## config.mk

```make
export PLATFORM = sky130hd
export DESIGN_NAME = instr_fetch_reg_flat
export DESIGN_NICKNAME = d
export VERILOG_FILES = /design/src/rtl/cpu_pkg.sv /design/src/rtl/instr_fetch_reg_if.sv /design/src/rtl/fetch_watchdog.sv /design/src/rtl/instr_fetch_reg.sv /design/src/flat_wrapper.sv
export SDC_FILE = /design/constraint.sdc
export NUM_CORES = 1
export LEC_CHECK = 0
export CORE_MARGIN = 10
export CORE_UTILIZATION = 46
export DETAILED_ROUTE_END_ITERATION = 8
export PLACE_DENSITY = 0.81
export SYNTH_ARGS = -nofsm -noshare
export SYNTH_HDL_FRONTEND = slang
export SYNTH_HIERARCHICAL = 1
export SYNTH_SLANG_ARGS = --single-unit
```

## constraint.sdc

```tcl
create_clock -name clk -period 3.1 [get_ports clk]
set_clock_uncertainty 0.15 [all_clocks]
set_input_delay 0.31 -clock clk [delete_from_list [all_inputs] [get_ports clk]]
set_output_delay 0.31 -clock clk [all_outputs]
set_load 0.05 [all_outputs]
```

## src/rtl/cpu_pkg.sv

```systemverilog
// Shared definitions for the fetch stage: IR field positions, PC step,
// fetch state encoding and a word-alignment helper.
package cpu_pkg;

  localparam int OPC_HI   = 31;
  localparam int OPC_LO   = 26;
  localparam int RS_HI    = 25;
  localparam int RS_LO    = 21;
  localparam int RT_HI    = 20;
  localparam int RT_LO    = 16;
  localparam int RD_HI    = 15;
  localparam int RD_LO    = 11;
  localparam int SHAMT_HI = 10;
  localparam int SHAMT_LO = 6;
  localparam int FUNCT_HI = 5;
  localparam int FUNCT_LO = 0;
  localparam int IMM_HI   = 15;
  localparam int IMM_LO   = 0;
  localparam int TGT_HI   = 25;
  localparam int TGT_LO   = 0;

  localparam logic [31:0] PC_INC = 32'd4;

  typedef enum logic {
    IDLE  = 1'b0,
    FETCH = 1'b1
  } fetch_state_e;

  // Instruction addresses are always word aligned; drop the byte offset.
  function automatic logic [31:0] align_word(input logic [31:0] addr);
    return {addr[31:2], 2'b00};
  endfunction

endpackage

```

## src/rtl/instr_fetch_reg_if.sv

```systemverilog
// Instruction-memory read bus between the fetch stage (master) and memory (slave).
interface instr_fetch_reg_if;
  logic        mem_req;
  logic [31:0] mem_addr;
  logic [31:0] mem_rdata;
  logic        mem_ready;

  modport master (output mem_req, output mem_addr, input mem_rdata, input mem_ready);
  modport slave  (input mem_req, input mem_addr, output mem_rdata, output mem_ready);
endinterface

```

## src/rtl/fetch_watchdog.sv

```systemverilog
// Cycle counter guarding a memory fetch; flags the cycle in which the
// FETCH_TIMEOUT-th consecutive stalled cycle is being counted.
module fetch_watchdog #(
  parameter int unsigned FETCH_TIMEOUT = 255
) (
  input  logic clk,
  input  logic reset,
  input  logic clear,
  input  logic enable,
  output logic expired
);

  localparam logic [7:0] LAST_CNT = 8'(FETCH_TIMEOUT - 1);

  logic [7:0] count_r;

  // Count enabled cycles, restarting whenever the fetch is not active.
  always_ff @(posedge clk) begin
    if (reset) begin
      count_r <= 8'd0;
    end else if (clear) begin
      count_r <= 8'd0;
    end else if (enable) begin
      count_r <= count_r + 8'd1;
    end else begin
      count_r <= count_r;
    end
  end

  assign expired = enable && (count_r == LAST_CNT);

endmodule

```

## src/rtl/instr_fetch_reg.sv

```systemverilog
// Instruction fetch stage and instruction register: fetches one word per
// request, advances the PC, buffers mid-fetch PC writes and splits the IR.
module instr_fetch_reg
  import cpu_pkg::*;
#(
  parameter logic [31:0] PC_RESET      = 32'h0000_0000,
  parameter int unsigned FETCH_TIMEOUT = 255
) (
  input  logic                clk,
  input  logic                reset,
  input  logic                fetch_start,
  input  logic                pc_we,
  input  logic [31:0]         pc_wdata,
  instr_fetch_reg_if.master   mem,
  output logic [31:0]         pc,
  output logic [31:0]         ir,
  output logic                ir_valid,
  output logic                fetch_done,
  output logic                fetch_err,
  output logic [5:0]          opcode,
  output logic [4:0]          rs,
  output logic [4:0]          rt,
  output logic [4:0]          rd,
  output logic [4:0]          shamt,
  output logic [5:0]          funct,
  output logic [15:0]         imm16,
  output logic [25:0]         target26
);

  fetch_state_e state_r, state_nxt_s;

  logic [31:0] pc_r, pc_nxt_s;
  logic [31:0] ir_r, ir_nxt_s;
  logic [31:0] addr_r, addr_nxt_s;
  logic [31:0] pend_pc_r, pend_pc_nxt_s;
  logic        ir_valid_r, ir_valid_nxt_s;
  logic        req_r, req_nxt_s;
  logic        done_r, done_nxt_s;
  logic        err_r, err_nxt_s;
  logic        pend_valid_r, pend_valid_nxt_s;
  logic [31:0] wdata_al_s;
  logic        wd_clear_s, wd_enable_s, wd_expired_s;

  assign wdata_al_s  = align_word(pc_wdata);
  assign wd_clear_s  = (state_r == IDLE);
  assign wd_enable_s = (state_r == FETCH) && !mem.mem_ready;

  fetch_watchdog #(.FETCH_TIMEOUT(FETCH_TIMEOUT)) u_watchdog (
    .clk     (clk),
    .reset   (reset),
    .clear   (wd_clear_s),
    .enable  (wd_enable_s),
    .expired (wd_expired_s)
  );

  // State register.
  always_ff @(posedge clk) begin
    if (reset) begin
      state_r <= IDLE;
    end else begin
      state_r <= state_nxt_s;
    end
  end

  // Next-state: start on request, leave FETCH on ready or timeout.
  always_comb begin
    state_nxt_s = state_r;
    case (state_r)
      IDLE: begin
        if (fetch_start && !err_r) state_nxt_s = FETCH;
        else                       state_nxt_s = IDLE;
      end
      FETCH: begin
        if (mem.mem_ready || wd_expired_s) state_nxt_s = IDLE;
        else                               state_nxt_s = FETCH;
      end
      default: state_nxt_s = IDLE;
    endcase
  end

  // Output/datapath next values; ready beats timeout, a same-cycle pc_we beats the buffer.
  always_comb begin
    pc_nxt_s         = pc_r;
    ir_nxt_s         = ir_r;
    ir_valid_nxt_s   = ir_valid_r;
    req_nxt_s        = req_r;
    addr_nxt_s       = addr_r;
    done_nxt_s       = 1'b0;
    err_nxt_s        = err_r;
    pend_valid_nxt_s = pend_valid_r;
    pend_pc_nxt_s    = pend_pc_r;
    case (state_r)
      IDLE: begin
        if (pc_we) pc_nxt_s = wdata_al_s;
        else       pc_nxt_s = pc_r;
        if (fetch_start && !err_r) begin
          req_nxt_s      = 1'b1;
          addr_nxt_s     = pc_we ? wdata_al_s : pc_r;
          ir_valid_nxt_s = 1'b0;
        end else begin
          req_nxt_s = 1'b0;
        end
      end
      FETCH: begin
        if (mem.mem_ready) begin
          ir_nxt_s         = mem.mem_rdata;
          ir_valid_nxt_s   = 1'b1;
          done_nxt_s       = 1'b1;
          req_nxt_s        = 1'b0;
          pend_valid_nxt_s = 1'b0;
          if (pc_we)             pc_nxt_s = wdata_al_s;
          else if (pend_valid_r) pc_nxt_s = pend_pc_r;
          else                   pc_nxt_s = addr_r + PC_INC;
        end else if (wd_expired_s) begin
          err_nxt_s        = 1'b1;
          req_nxt_s        = 1'b0;
          pend_valid_nxt_s = 1'b0;
          if (pc_we)             pc_nxt_s = wdata_al_s;
          else if (pend_valid_r) pc_nxt_s = pend_pc_r;
          else                   pc_nxt_s = pc_r;
        end else if (pc_we) begin
          pend_valid_nxt_s = 1'b1;
          pend_pc_nxt_s    = wdata_al_s;
        end else begin
          pend_valid_nxt_s = pend_valid_r;
        end
      end
      default: begin
        req_nxt_s = 1'b0;
      end
    endcase
  end

  // Datapath and output registers.
  always_ff @(posedge clk) begin
    if (reset) begin
      pc_r         <= PC_RESET;
      ir_r         <= 32'h0000_0000;
      ir_valid_r   <= 1'b0;
      req_r        <= 1'b0;
      addr_r       <= 32'h0000_0000;
      done_r       <= 1'b0;
      err_r        <= 1'b0;
      pend_valid_r <= 1'b0;
      pend_pc_r    <= 32'h0000_0000;
    end else begin
      pc_r         <= pc_nxt_s;
      ir_r         <= ir_nxt_s;
      ir_valid_r   <= ir_valid_nxt_s;
      req_r        <= req_nxt_s;
      addr_r       <= addr_nxt_s;
      done_r       <= done_nxt_s;
      err_r        <= err_nxt_s;
      pend_valid_r <= pend_valid_nxt_s;
      pend_pc_r    <= pend_pc_nxt_s;
    end
  end

  assign mem.mem_req  = req_r;
  assign mem.mem_addr = addr_r;
  assign pc           = pc_r;
  assign ir           = ir_r;
  assign ir_valid     = ir_valid_r;
  assign fetch_done   = done_r;
  assign fetch_err    = err_r;

  assign opcode   = ir_r[OPC_HI:OPC_LO];
  assign rs       = ir_r[RS_HI:RS_LO];
  assign rt       = ir_r[RT_HI:RT_LO];
  assign rd       = ir_r[RD_HI:RD_LO];
  assign shamt    = ir_r[SHAMT_HI:SHAMT_LO];
  assign funct    = ir_r[FUNCT_HI:FUNCT_LO];
  assign imm16    = ir_r[IMM_HI:IMM_LO];
  assign target26 = ir_r[TGT_HI:TGT_LO];

endmodule

```

## src/flat_wrapper.sv

```systemverilog
// flat-port wrapper written by rule: the top's interface ports become plain ports
module instr_fetch_reg_flat import cpu_pkg::*;
#(
  parameter logic [31:0] PC_RESET      = 32'h0000_0000,
  parameter int unsigned FETCH_TIMEOUT = 255
)
  (clk, reset, fetch_start, pc_we, pc_wdata, pc, ir, ir_valid, fetch_done, fetch_err, opcode, rs, rt, rd, shamt, funct, imm16, target26, mem_mem_req, mem_mem_addr, mem_mem_rdata, mem_mem_ready);
  instr_fetch_reg_if mem_i ();
  input  logic clk;
  input  logic reset;
  input  logic fetch_start;
  input  logic pc_we;
  input  logic [31:0] pc_wdata;
  output logic [31:0] pc;
  output logic [31:0] ir;
  output logic ir_valid;
  output logic fetch_done;
  output logic fetch_err;
  output logic [5:0] opcode;
  output logic [4:0] rs;
  output logic [4:0] rt;
  output logic [4:0] rd;
  output logic [4:0] shamt;
  output logic [5:0] funct;
  output logic [15:0] imm16;
  output logic [25:0] target26;
  output wire logic [$bits(mem_i.mem_req)-1:0] mem_mem_req;
  output wire logic [$bits(mem_i.mem_addr)-1:0] mem_mem_addr;
  input wire logic [$bits(mem_i.mem_rdata)-1:0] mem_mem_rdata;
  input wire logic [$bits(mem_i.mem_ready)-1:0] mem_mem_ready;
  assign mem_mem_req = mem_i.mem_req;
  assign mem_mem_addr = mem_i.mem_addr;
  assign mem_i.mem_rdata = mem_mem_rdata;
  assign mem_i.mem_ready = mem_mem_ready;
  instr_fetch_reg #(.PC_RESET(PC_RESET), .FETCH_TIMEOUT(FETCH_TIMEOUT)) u_core (.clk(clk), .reset(reset), .fetch_start(fetch_start), .pc_we(pc_we), .pc_wdata(pc_wdata), .mem(mem_i), .pc(pc), .ir(ir), .ir_valid(ir_valid), .fetch_done(fetch_done), .fetch_err(fetch_err), .opcode(opcode), .rs(rs), .rt(rt), .rd(rd), .shamt(shamt), .funct(funct), .imm16(imm16), .target26(target26));
endmodule
```

## Word level (Yosys, flattened, before mapping)

Index checks and enable logic that the tools add are counted.

| storage, ports and cells | value |
|---|---|
| input port bits | 69 |
| output and inout port bits | 174 |
| bits in registers | 140 |
| memory bits (read-only) | 0 |
| memories | 0 |
| bits in latches | 0 |
| RAM bits | 0 |

| operators by class | value |
|---|---|
| eq/ne operators | 5 |
| mux-type cells | 21 |
| multipliers | 0 |
| magnitude comparators | 0 |
| reductions and logical operators | 15 |
| bitwise operators | 3 |
| shift-type cells | 0 |
| divide/modulo/power cells | 0 |
| add/sub/neg operators | 2 |

Operators with widths:

| operator | number |
|---|---|
| 2-to-1 mux 32 bit | 7 |
| case mux 32 bit (2 select lines) | 1 |
| adder 32 x 3 -> 32 bit, second input constant | 1 |
| 2-to-1 mux 1 bit | 10 |
| AND reduction 2 bit | 5 |
| adder 8 x 1 -> 8 bit, second input constant | 1 |
| equality test 8 bit, second input constant | 1 |
| case mux 1 bit (2 select lines) | 3 |
| != test 4 bit, second input constant | 1 |
| AND reduction 4 bit | 1 |
| logical AND 1 bit | 3 |
| != test 3 bit, second input constant | 1 |
| inverter 1 bit | 3 |
| AND reduction 3 bit | 1 |
| nonzero test 3 bit | 1 |
| logical NOT 1 bit | 2 |
| != test 2 x 1 -> 1 bit, second input constant | 1 |
| != test 2 bit, second input constant | 1 |
| OR reduction 2 bit | 1 |
| logical OR 1 bit | 1 |

## Longest topological paths before layout

| depth | value |
|---|---|
| depth in word-level cells | 6 |
| gate-level depth with buffers | 13 |
| depth with buffers taken out | 10 |

## Modules after synthesis

The synthesis kept the hierarchy.

Modules (own cells, without submodules):

| module | area an instance (um2) | times used | cells an instance |
|---|---|---|---|
| instr_fetch_reg | 6,692.7 | 1 | 873 |
| fetch_watchdog | 377.9 | 1 | 42 |

## Worst setup path before layout

Ideal clock, no wire load.

| path | value |
|---|---|
| path type | register -> register |
| start point | register u_core.state_r |
| end point | register u_core.pc_r[20] (netlist: u_core/pc[20]) |
| path buffers | 3 |
| cell stages (with the launch flop) | 12 |
| data arrival time | 2,527 ps |
| path slack | 305 ps |
| period minus slack after synthesis | 2,795 ps |
| setup time | 117 ps |
| path through | dfxtp_1 > inv_1 > clkbuf_1 > buf_1 > nor2_1 > buf_4 > nand4_4 > nor2_1 > o21a_1 > nor3_1 > nor2_1 > a32o_1 |

| on the way | value |
|---|---|
| longest elaborated chain between the ends | 4 |
| elaborated cells between the ends (all ways) | 7 |
| classes of those cells | eq/ne (2); mux (1); bitwise (1); reduce/logical (3) |

Ends and longest elaborated chain:

| what | RTL line | source |
|---|---|---|
| start, declared | instr_fetch_reg.sv:30 | `fetch_state_e state_r, state_nxt_s;` |
| start signal, assigned | instr_fetch_reg.sv:61 | `state_r <= state_nxt_s;` |
| logical AND 1 bit | instr_fetch_reg.sv:46 | `assign wd_enable_s = (state_r == FETCH) && !mem.mem_ready;` |
| via u_core.wd_enable_s | instr_fetch_reg.sv:42 | `logic wd_clear_s, wd_enable_s, wd_expired_s;` |
| logical AND 1 bit | fetch_watchdog.sv:30 | `assign expired = enable && (count_r == LAST_CNT);` |
| via u_core.wd_expired_s | instr_fetch_reg.sv:42 |  |
| != test 3 bit (no line) | n/a |  |
| AND reduction 2 bit (no line) | n/a |  |
| end signal, assigned | instr_fetch_reg.sv:147 | `pc_r <= pc_nxt_s;` |
| end, declared | instr_fetch_reg.sv:32 | `logic [31:0] pc_r, pc_nxt_s;` |

The timed path passes the listed nets, and every way through them passes these cells.
A chain may end at the register's enable or synchronous reset.

## Worst setup path after layout

| path | value |
|---|---|
| start point | register u_core.addr_r[11] (netlist: u_core/mem.mem_addr[11]) |
| end point | register u_core.pc_r[21] (netlist: u_core/pc[21]) |

| on the way | value |
|---|---|
| longest elaborated chain between the ends | 5 |

Ends and longest elaborated chain:

| what | RTL line | source |
|---|---|---|
| start, declared | instr_fetch_reg.sv:34 | `logic [31:0] addr_r, addr_nxt_s;` |
| start signal, assigned | instr_fetch_reg.sv:151 | `addr_r <= addr_nxt_s;` |
| adder 32 x 3 -> 32 bit | instr_fetch_reg.sv:113 | `else pc_nxt_s = addr_r + PC_INC;` |
| 2-to-1 mux 32 bit | instr_fetch_reg.sv:112 | `else if (pend_valid_r) pc_nxt_s = pend_pc_r;` |
| 2-to-1 mux 32 bit | instr_fetch_reg.sv:111 | `if (pc_we) pc_nxt_s = wdata_al_s;` |
| 2-to-1 mux 32 bit | instr_fetch_reg.sv:105 | `if (mem.mem_ready) begin` |
| case mux 32 bit (2 select lines) | instr_fetch_reg.sv:92 | `case (state_r)` |

Every way passes these cells.

==> impl_metrics.tcl <==
set metrics [dict create \
    antenna_found_initial 1 \
    worstRegToRegCells 6 \
    clock_latency_ns 0.42 \
    worstPathArrival_ns 2.62 \
    cts_setup_buffers 0 \
    max_stage_delay_ns 0.57 \
    finalNetCount 1143 \
    cts_tree "done" \
    synth_flop_cell "dfxtp_1" \
    cap_violations 0 \
    fin_setup_tns_ns 0 \
    first_global_vias 6809 \
    final_cell_mix "clkdlybuf4s50_1 (238), nand2_1 (204), dfxtp_1 (140)" \
    crit_fanout 10 \
    r2r_slack_ns 0.67 \
    final_common_cell "clkdlybuf4s50_1" \
    dieHeight_microns 144 \
    crit_type "flop to flop" \
    holdPathStages 3 \
    ioPinCount 243 \
    status "complete, no violations" \
    period_share 0.783 \
    dp.final_hpwl_mm 17.5 \
    critPathRequiredTime_ns 3.29 \
    ys.warnings.count 6 \
    grt_overflow_total 0 \
    drt_wl_total_mm 24.2 \
    cts.sinks 140 \
    grt_use_total 0.222 \
    die_w_microns 144 \
    path_cells "nand4_2, or3_1, or4_1, a21oi_1, nor3_1, nor3_1" \
    vias 7230 \
    syn_to_final_growth_pct 38.4 \
    synthArstFlopShare 0 \
    worst_pin_slew_ns 0.948 \
    syn_area_per_cell_sq_um 7.73 \
    p_leak_nw 3.49 \
    route.detailed.drc 0 \
    synth-seq-area-share 0.396 \
    cts_root_buffer "clkbuf_16" \
    std_cell_rows 45 \
    period_needed_ns 2.43 \
    rsz0062_at_grt "false" \
    die_area_sq_um 20700 \
    wl_per_cell_microns 19.1 \
    postCtsHoldBufs 0 \
    start_util 0.467 \
    ir_worst_vdd_v 0.000379 \
    fillers 1302 \
    drt_iter0_markers 657 \
    drive_gt1_frac 0.0721 \
    clockBufferDepth 2 \
    drt-pass1-iter-count 5 \
    numCtsBuffers 17 \
    viasPerCell 5.69 \
    syn_inst 915 \
    routabilityCongestion 0.856 \
    slowest_stage "or3_1" \
    netlist_area_sq_um 7070 \
    synth_edf_count 0 \
    synth_cell_types 54 \
    preCtsSetupSlack_ns 0.308 \
    p_per_area_nw_per_um2 547 \
    grt_pass1_wl_mm 36.7 \
    slew_headroom 0.366 \
    p_total_w 0.00535 \
    coreArea_sq_um 15100 \
    crit_path_end_kind "flop" \
    cp_common_cell "nor3_1" \
    start_kind "flop" \
    hold_violations 0 \
    synth-seq-cells 140 \
    slew_violations 0 \
    antenna_cells 0 \
    io_buffers 240 \
    clk_pin_slew_ns 0.06 \
    fmax_mhz 412 \
    drt.antenna.violating_nets 0 \
    grt_max_degree 75 \
    syn-num-nets 987 \
    finalWorstSetupSlack_ns 0.672 \
    htree_levels 4 \
    cts_resized 0 \
    finalSetupViolations 0 \
    hold_class "input port to flop" \
]
[path summary, 6_finish.rpt]
| kind | from | endpoint |
|---|---|---|
| worst max-delay path | u_core/mem.mem_addr[11] | u_core/pc[21] |
| worst min-delay path | pc_we | u_core/pc[13] |
| worst max register to register | u_core/mem.mem_addr[11] | u_core/pc[21] |
| worst min register to register | u_core/pend_pc_r[28] | u_core/pend_pc_r[28] |
[sequential cells by signal (all words and copies together), names as in the netlist]
signal / cells
u_core/pc: 32
u_core/pend_pc_r: 30
u_core/ir: 32
u_core/mem.mem_addr: 32
u_core/mem.mem_req: 1
u_core/u_watchdog/count_r: 8
u_core/pend_valid_r: 1
u_core/fetch_err: 1
u_core/ir_valid: 1
u_core/fetch_done: 1
u_core/state_r: 1
[critical path: cells and delay by family, from the launching register on]
kind	cells	cell delay, ns
DFF	1	0.42
and+or+nand+nor	5	1.59
AOI/OAI and AO/OA	1	0.17
[cells in the mapped netlist, drive strengths merged (16+ instances only)]
cell type  number  area (sq um)
a21oi          90           450
a211oi         26           195
nand2         204           766
a311oi         17           149
nand3          24           120
buf            83           596
clkbuf         52           195
dfxtp         140          2800
o21ai          21           105
nor2           81           304
mux2i          16           160
[cells by family (layout without fill, tap and decap cells)]
group / count (synthesis) / count (layout) / share of synthesized area
AND/OR/NAND/NOR: 372 / 372 / 0.228
XOR/XNOR: 27 / 27 / 0.0334
buffers and inverters: 144 / 311 / 0.117
adder cells (fa/ha/maj): 3 / 3 / 0.00531
multiplexers: 18 / 18 / 0.0258
AO/OA/AOI/OAI: 211 / 211 / 0.194
flip-flops: 140 / 140 / 0.396
[area by class of cell]
type | count | area (sq um) | area share
Clock buffer | 22 | 474 | 0.0484
Multi-Input combinational cell | 631 | 3450 | 0.353
Tap cell | 188 | 235 | 0.0240
Timing Repair Buffer | 272 | 2650 | 0.270
Inverter | 9 | 33.8 | 0.00345
Sequential cell | 140 | 2800 | 0.286
Clock inverter | 8 | 140 | 0.0143
[report_power, final]
| group | switching, W | internal, W | leakage (nW) | total (W) |
|---|---|---|---|---|
| Sequential | 0.000111 | 0.00190 | 1.14 | 0.00201 |
| Combinational | 0.000773 | 0.000429 | 2.04 | 0.00120 |
| Clock | 0.000747 | 0.00140 | 0.306 | 0.00214 |
| Total | 0.00163 | 0.00372 | 3.49 | 0.00535 |
[stage by stage]
stage	area, sq um	instances	hold slack (ns)	utilization
finish	9790	1270	0.268	0.646
floorplan	7070	915	0.282	-
global placement	9170	1240	0.288	0.606
global route	9790	1270	0.287	0.646
CTS	9790	1270	0.241	0.646
detailed placement	9170	1240	0.294	0.606
[routing by layer]
metal | wire length, microns | GRT usage | vias up | part of all wire
li1 | - | - | 3421 | -
met1 | 9270 | 0.254 | 3378 | 0.38
met2 | 11800 | 0.382 | 388 | 0.49
met3 | 2600 | 0.0653 | 41 | 0.11
met4 | 520 | 0.0811 | 2 | 0.021
met5 | 13 | 0 | - | 0.00054
(Power assumes the default switching activity.)
